==> src/rtl/instr_fetch_unit_pkg.sv <==
// ---------------------------------------------------------------------------
// instr_fetch_unit_pkg
// Shared definitions for the instruction-fetch stage:
//   - fetch_state_t : fetch FSM state encoding (IDLE / ISSUE / WAIT / DONE)
//   - INSTR_W       : instruction word width
//   - NOP_WORD_DEFAULT : word loaded into IR when a fetch times out
// ---------------------------------------------------------------------------
package instr_fetch_unit_pkg;

    localparam int INSTR_W = 16;

    localparam logic [INSTR_W-1:0] NOP_WORD_DEFAULT = 16'h0000;

    typedef enum logic [1:0] {
        ST_IDLE  = 2'd0,
        ST_ISSUE = 2'd1,
        ST_WAIT  = 2'd2,
        ST_DONE  = 2'd3
    } fetch_state_t;

endpackage : instr_fetch_unit_pkg

==> src/rtl/instr_fetch_unit_pc_reg.sv <==
// ---------------------------------------------------------------------------
// instr_fetch_unit_pc_reg
// Program counter register. A branch/jump load takes priority over the
// increment; the increment wraps modulo 2^ADDR_W.
// Ports:
//   clk, rst   : clock, asynchronous active-high reset (pc <= RESET_PC)
//   pc_inc     : pc <= pc + 1
//   pc_load    : pc <= pc_target (wins over pc_inc)
//   pc_target  : branch/jump destination
//   pc         : current program counter
// ---------------------------------------------------------------------------
module instr_fetch_unit_pc_reg #(
    parameter int                ADDR_W   = 16,
    parameter logic [ADDR_W-1:0] RESET_PC = '0
) (
    input  logic              clk,
    input  logic              rst,
    input  logic              pc_inc,
    input  logic              pc_load,
    input  logic [ADDR_W-1:0] pc_target,
    output logic [ADDR_W-1:0] pc
);

    logic [ADDR_W-1:0] pc_reg;
    logic [ADDR_W-1:0] pc_next;

    always_comb begin
        pc_next = pc_reg;
        if (pc_load) begin
            pc_next = pc_target;
        end else if (pc_inc) begin
            // Natural overflow of the ADDR_W-bit add gives the wrap to 0.
            pc_next = pc_reg + ADDR_W'(1);
        end
    end

    always_ff @(posedge clk or posedge rst) begin
        if (rst) begin
            pc_reg <= RESET_PC;
        end else begin
            pc_reg <= pc_next;
        end
    end

    assign pc = pc_reg;

endmodule : instr_fetch_unit_pc_reg

==> src/rtl/instr_fetch_unit.sv <==
// ---------------------------------------------------------------------------
// instr_fetch_unit
// Instruction-fetch stage: owns the PC, reads instruction memory over a
// req/ack handshake and latches the returned word into the IR for the
// control FSM. A fetch that sees no ack within MAX_WAIT wait cycles loads
// NOP_WORD and raises a sticky error flag.
// Ports:
//   clk, rst            : clock, asynchronous active-high reset
//   fetch_req           : pulse, fetch the word at the current PC
//   pc_inc, pc_load     : PC increment / load commands from control FSM
//   pc_target           : PC load value
//   mem_addr, mem_rd    : memory read address and request (held until ack)
//   mem_ack, mem_rdata  : memory response
//   ir, ir_valid        : instruction register and its one-cycle valid pulse
//   pc                  : current program counter
//   busy                : fetch in progress
//   fetch_err           : sticky timeout flag
// ---------------------------------------------------------------------------
module instr_fetch_unit
    import instr_fetch_unit_pkg::*;
#(
    parameter int                 ADDR_W   = 16,
    parameter logic [ADDR_W-1:0]  RESET_PC = '0,
    parameter int                 MAX_WAIT = 15,
    parameter logic [INSTR_W-1:0] NOP_WORD = NOP_WORD_DEFAULT
) (
    input  logic               clk,
    input  logic               rst,
    input  logic               fetch_req,
    input  logic               pc_inc,
    input  logic               pc_load,
    input  logic [ADDR_W-1:0]  pc_target,
    output logic [ADDR_W-1:0]  mem_addr,
    output logic               mem_rd,
    input  logic               mem_ack,
    input  logic [INSTR_W-1:0] mem_rdata,
    output logic [INSTR_W-1:0] ir,
    output logic               ir_valid,
    output logic [ADDR_W-1:0]  pc,
    output logic               busy,
    output logic               fetch_err
);

    localparam int WAIT_W = (MAX_WAIT > 1) ? $clog2(MAX_WAIT) : 1;
    localparam logic [WAIT_W-1:0] LAST_WAIT = WAIT_W'(MAX_WAIT - 1);

    fetch_state_t       state_reg;
    fetch_state_t       state_next;
    logic [ADDR_W-1:0]  fetch_addr_reg;
    logic [INSTR_W-1:0] ir_reg;
    logic [WAIT_W-1:0]  wait_cnt_reg;
    logic               fetch_err_reg;
    logic               wait_timeout;

    // Last permitted wait cycle passed without an ack.
    assign wait_timeout = (state_reg == ST_WAIT) && !mem_ack && (wait_cnt_reg == LAST_WAIT);

    // -----------------------------------------------------------------------
    // PC: updates every cycle regardless of fetch state. An in-flight fetch
    // is unaffected because it reads from fetch_addr_reg.
    // -----------------------------------------------------------------------
    instr_fetch_unit_pc_reg #(
        .ADDR_W   (ADDR_W),
        .RESET_PC (RESET_PC)
    ) u_pc_reg (
        .clk       (clk),
        .rst       (rst),
        .pc_inc    (pc_inc),
        .pc_load   (pc_load),
        .pc_target (pc_target),
        .pc        (pc)
    );

    // -----------------------------------------------------------------------
    // FSM: state register
    // -----------------------------------------------------------------------
    always_ff @(posedge clk or posedge rst) begin
        if (rst) begin
            state_reg <= ST_IDLE;
        end else begin
            state_reg <= state_next;
        end
    end

    // -----------------------------------------------------------------------
    // FSM: next-state logic
    // -----------------------------------------------------------------------
    always_comb begin
        state_next = state_reg;
        case (state_reg)
            ST_IDLE:  if (fetch_req) state_next = ST_ISSUE;
            ST_ISSUE: state_next = mem_ack ? ST_DONE : ST_WAIT;
            ST_WAIT:  if (mem_ack || wait_timeout) state_next = ST_DONE;
            ST_DONE:  state_next = ST_IDLE;
            default:  state_next = ST_IDLE;
        endcase
    end

    // -----------------------------------------------------------------------
    // FSM: Moore output decode. Being pure state decodes, mem_rd and busy
    // fall as soon as the asynchronous reset clears the state register.
    // -----------------------------------------------------------------------
    always_comb begin
        mem_rd   = 1'b0;
        busy     = 1'b1;
        ir_valid = 1'b0;
        case (state_reg)
            ST_IDLE:  busy     = 1'b0;
            ST_ISSUE: mem_rd   = 1'b1;
            ST_WAIT:  mem_rd   = 1'b1;
            ST_DONE:  ir_valid = 1'b1;
            default:  busy     = 1'b0;
        endcase
    end

    // -----------------------------------------------------------------------
    // Fetch datapath: address latch, IR capture, wait counter, error flag
    // -----------------------------------------------------------------------
    always_ff @(posedge clk or posedge rst) begin
        if (rst) begin
            fetch_addr_reg <= RESET_PC;
            ir_reg         <= '0;
            wait_cnt_reg   <= '0;
            fetch_err_reg  <= 1'b0;
        end else begin
            case (state_reg)
                ST_IDLE: begin
                    if (fetch_req) fetch_addr_reg <= pc;
                end
                ST_ISSUE: begin
                    wait_cnt_reg <= '0;
                    if (mem_ack) ir_reg <= mem_rdata;
                end
                ST_WAIT: begin
                    if (mem_ack) begin
                        ir_reg <= mem_rdata;
                    end else if (wait_timeout) begin
                        ir_reg        <= NOP_WORD;
                        fetch_err_reg <= 1'b1;
                    end else begin
                        wait_cnt_reg <= wait_cnt_reg + WAIT_W'(1);
                    end
                end
                default: begin
                end
            endcase
        end
    end

    assign mem_addr  = fetch_addr_reg;
    assign ir        = ir_reg;
    assign fetch_err = fetch_err_reg;

endmodule : instr_fetch_unit

==> config.mk <==
export PLATFORM = sky130hd
export DESIGN_NAME = instr_fetch_unit
export DESIGN_NICKNAME = d
export VERILOG_FILES = /design/src/rtl/instr_fetch_unit_pkg.sv /design/src/rtl/instr_fetch_unit_pc_reg.sv /design/src/rtl/instr_fetch_unit.sv
export SDC_FILE = /design/constraint.sdc
export NUM_CORES = 1
export LEC_CHECK = 0
export CORE_UTILIZATION = 45
export CTS_CLUSTER_DIAMETER = 30
export DETAILED_ROUTE_END_ITERATION = 8
export PLACE_DENSITY_LB_ADDON = 0.2
export SYNTH_ARGS = -nofsm -noshare
export SYNTH_HDL_FRONTEND = slang
export SYNTH_SLANG_ARGS = --single-unit
==> constraint.sdc <==
create_clock -name clk -period 5.45 [get_ports clk]
set_clock_uncertainty 0.1 [all_clocks]
set_input_delay 1.09 -clock clk [delete_from_list [all_inputs] [get_ports clk]]
set_output_delay 1.09 -clock clk [all_outputs]
set_load 0.01 [all_outputs]
Word level (Yosys, flattened, before mapping)
Index checks and enable logic that the tools add are counted.

Flip-flop bits (word level): 55. Output and inout bits: 52. Word-level logic and storage cells: 48.

$add $sub $neg: 2. Equal/unequal tests: 10. Multiplexer cells: 16. Bitwise gates (word level): 1. Reductions and logical operators: 13.

Operator list (number): two-way mux 16 bit (5); case mux 16 bit (2 select lines) (1); adder 16 x 1 -> 16 bit, second input constant (1); AND reduction 3 bit (3); two-way mux 4 bit (2); != test 2 bit, second input constant (4); case mux 2 bit (4 select lines) (1); case mux 4 bit (2 select lines) (1); adder 4 x 1 -> 4 bit, second input constant (1); == test 2 bit, second input constant (2); == test 4 bit, second input constant (1); two-way mux 1 bit (4); two-way mux 2 bit (2); AND reduction 2 bit (2); nonzero test 2 bit (2); != test 3 bit, second input constant (1); == test 2 x 1 -> 1 bit, second input constant (1); logical AND 1 bit (2); zero test 2 bit (1); != test 2 x 1 -> 1 bit, second input constant (1); OR reduction 2 bit (1); zero test 1 bit (1); logical OR 1 bit (1); inverter 1 bit (1).

Logic depth before layout (Yosys ltp)
Depth after elaboration: 6. Gate-level depth with buffers: 7. Depth with buffers taken out: 6.

Hierarchy
From an unflattened synthesis, not the netlist that was laid out.

Cell total of the unflattened synthesis: 222. Area total of the unflattened synthesis: 2572.5 um^2.

By module, submodules not included: instr_fetch_unit (times used 1, cells an instance 121, area each 1655.3 um^2); instr_fetch_unit_pc_reg (times used 1, cells an instance 101, area each 917.1 um^2).

Least setup slack after synthesis
OpenSTA, ideal clock, no wires.

Path kind: input port to flip-flop. Start: input port pc_inc. End: register u_pc_reg.pc_reg[12] (netlist: u_pc_reg.pc[12]). Arrival: 1.941 ns. Setup slack: 3.340 ns. Stages: 5. Path buffers: 1. Cells stage by stage: and2_0 > buf_4 > nand3_4 > or4_1 > nand3_1.

Cells in the longest elaborated chain, start to end: 1.

RTL lines: start, declared (RTL line instr_fetch_unit.sv:30) `input logic pc_inc,`; nonzero test 2 bit (no line); end signal, assigned (RTL line instr_fetch_unit_pc_reg.sv:41) `pc_reg <= pc_next;`; end, declared (RTL line instr_fetch_unit_pc_reg.sv:24) `logic [ADDR_W-1:0] pc_reg;`.

Every way passes these cells. A chain may end at the register's enable or synchronous reset.

Final worst setup path
Start: register state_reg[0]. End: output port mem_rd.

Cells in the longest elaborated chain, start to end: 3.

RTL lines: start, declared (RTL line instr_fetch_unit.sv:47) `fetch_state_t state_reg;`; start signal, assigned (RTL line instr_fetch_unit.sv:81) `state_reg <= state_next;`; == test 2 bit / == test 2 x 1 -> 1 bit (equally long branches) (RTL line instr_fetch_unit.sv:107) `case (state_reg)`; OR reduction 2 bit (no line) *; two-way mux 1 bit * (RTL line instr_fetch_unit.sv:107); end, declared (RTL line instr_fetch_unit.sv:34) `output logic mem_rd,`.

Mark *: on every way between the ends. The rest lies on a longest branch, timed or not.

==> impl_metrics.ini <==
[cells_and_area]
stdcell_area_um2 = 3570
nFillCells = 420
final_common_cell = clkdlybuf4s50_1
fin_util_pct = 68.1
final_cell_mix = 89 x clkdlybuf4s50_1, 55 x dfrtp_1, 24 x nand2_1
n_antenna_cell = 0
multiInputGateArea_um2 = 1050
finish.cell_count_without_fillers = 376
regArea_um2 = 1380
drive_gt1_share_pct = 9.48
area_delta_synth_final_pct = 41.6
fin_nets = 351

[floorplanning]
fp.coreArea_um2 = 5240
die_h_um = 76.8
initial_core_util_pct = 48.1
die_area_um2 = 5900
fp.dieW_um = 76.8
pin_count = 90
num_rows = 26

[power]
power_mw = 1.63
p_leak_nw = 1.51
peakVddDrop_v = 0.000264
power.density_nw_per_um2 = 457

[setup_path]
crit_type = flip-flop to primary output
r2r_start = wait_cnt_reg[0]$_DFFE_PP0P_
crit_fanout = 8
cp_num_buf_inv = 2
arrival_ns = 1.81
r2r-end = ir[4]$_DFFE_PP0P_
reg2reg_depth = 6
worst_ep_required_time_ns = 4.26
critPathMaxStageDelay_ns = 0.58
slowest_stage = clkdlybuf4s50_1
crit_chain = inv_1, ha_1, clkdlybuf4s50_1
crit_path_start_kind = flip-flop
worstSetupEndpointType = primary output
critPathTopFamily = buffers and inverters
r2r_setup_slack_ns = 3.23

[global_routing]
grt_util_met3_pct = 4.17
met2_usage_pct = 32.7
grt_max_degree = 56
grt_most_used_layer = met2
met1_usage_pct = 27.5
grtUsageTotal_pct = 20.4
antenna_found_initial = 0
grt_first_pass_wirelength_um = 9500
grt_pass1_vias = 1967
overflow = 0

[clocking]
cts_tree = done
cts_resized = 0
cts_buffers = 5
post_cts_buffers = 0
htree_levels = 2
clk_latency_ns = 0.30
numClockSinks = 55
clockBufferDepth = 2
cts_root_buf = clkbuf_8
holdBufCountCts = 0
path_clk_slew_ns = 0.09

[placement]
dp_slack_ns = 2.43
dp.cells = 368
hpwlAfterDp_um = 3910
io_buffer_count = 89
placed_cell_area_um2 = 3450
gp_congestion = 0.754

[worst_hold_path]
worst_hold_path.endpoint = fetch_err$_DFFE_PP0P_
hold-path-cell-count = 2
hold_start = fetch_err$_DFFE_PP0P_
hold_path_class = flip-flop to flip-flop

[outcome]
status = completed

[yosys]
ys_warn_count = 0
ys_types = 38
synth_seq_cells = 55
netlist.area_leader.share_pct = 54.6
ys_seq_area_share_pct = 54.6
yosysTopAreaCell = dfrtp_1
syn_inst = 217
synth.area.top_cells = dfrtp_1 55%, mux2_2 7.6%, a22o_1 5.9%
syn-mean-instance-area_um2 = 11.6
syn_area_um2 = 2520
syn-num-nets = 263

[detailed_routing]
wire_per_inst_um = 14.7
vias = 1975
initialDrtViolationCount = 105
ant_nets = 0
avgViaCountPerCell = 5.25
dr.pass1.iters = 4
drc_errors = 0
finalWirelength_um = 5550

[flow_run]
maxCapViolations = 0

[sta]
setup_violations = 0
drv_slew = 0
final.setup.tns_ns = 0
hold_viol_final = 0
worstMarginPinSlew_ns = 1.21
fmax_ghz = 0.333
rsz0062_at_grt = no
hold_slack_ns = 0.387
period_share_pct = 55.1
relSlewSlack_pct = 19.5
fin_crit_ns = 3.00
finalWorstSetupSlack_ns = 2.45
final cells by class:
cell class	count	area share [%]
clock buffers	6	2.31
repair buffers	90	25.2
flip-flops and latches	55	38.6
clock inverters	2	0.982
well taps	70	2.45
multi-input cells	144	29.6
inverters	9	0.947
metal layers:
layer,wire length (um),part of all wire (%)
met1,2550,46
met2,2640,48
met3,273,4.9
met4,78,1.4
met5,0,0
how the worst max path moves through the flow:
| stage | from | to | cells after the start | slack, ns |
|---|---|---|---|---|
| final | state_reg[0]$_DFFE_PP0P_ | mem_rd | 3 | 2.45 |
| after global routing | state_reg[0]$_DFFE_PP0P_ | mem_rd | 3 | 2.34 |
| after CTS | state_reg[0]$_DFFE_PP0P_ | mem_rd | 3 | 2.41 |
| after detailed placement | mem_ack | ir[7]$_DFFE_PP0P_ | 3 | 2.43 |
| after global placement | mem_ack | ir[5]$_DFFE_PP0P_ | 3 | 2.47 |
| after floorplan | rst | fetch_err$_DFFE_PP0P_ | 1 | 2.92 |
cell usage after synthesis:
| library cell | n |
|---|---|
| dfrtp_1 | 55 |
| nand2_1 | 24 |
| a22o_1 | 17 |
| mux2_2 | 17 |
| o21ai_0 | 16 |
| nand4_1 | 10 |
| xor2_1 | 10 |
| inv_1 | 9 |
| ha_1 | 8 |
| nand3_1 | 6 |
| clkbuf_1 | 4 |
| nor2_1 | 3 |
| nor2b_1 | 3 |
| xnor2_1 | 3 |
| and3_1 | 2 |
| and4_1 | 2 |
| buf_2 | 2 |
| buf_6 | 2 |
| nor4_1 | 2 |
| o21ai_1 | 2 |
| o22ai_1 | 2 |
| or4_1 | 2 |
| a211oi_1 | 1 |
| a22oi_1 | 1 |
| a2bb2oi_1 | 1 |
| a311o_1 | 1 |
| a31oi_1 | 1 |
| a31oi_2 | 1 |
| and2_0 | 1 |
| buf_4 | 1 |
| mux2i_1 | 1 |
| nand2b_1 | 1 |
| nand3_4 | 1 |
| nor3_1 | 1 |
| o21a_1 | 1 |
| o311ai_0 | 1 |
| o31ai_1 | 1 |
| or3_1 | 1 |
worst register-to-register path, cell delays in order, from the launching register on:
cell and delay (ns):
dfrtp_1 0.42, inv_1 0.06, ha_1 0.22, nand3_1 0.11, nor2_1 0.05, o22ai_1 0.92
a22o_1 0.29
power breakdown:
part	internal, mW	total, mW	switching [mW]
logic	0.420	0.712	0.292
registers	0.547	0.639	0.0920
clock network	0.149	0.279	0.130
logic make-up (layout without fill, tap and decap cells):
group           count (synthesis)  count (layout)  share of synthesized area [%]
mux                            18              18                           7.99
flops                          55              55                           54.6
simple gates                   59              59                           12.4
fa+ha+maj                       8               8                           3.97
xor+xnor                       13              13                           4.52
compound gates                 46              46                           13.0
buf+inv                        18             107                           3.53
No activity file was read; power rests on OpenSTA's default activity.
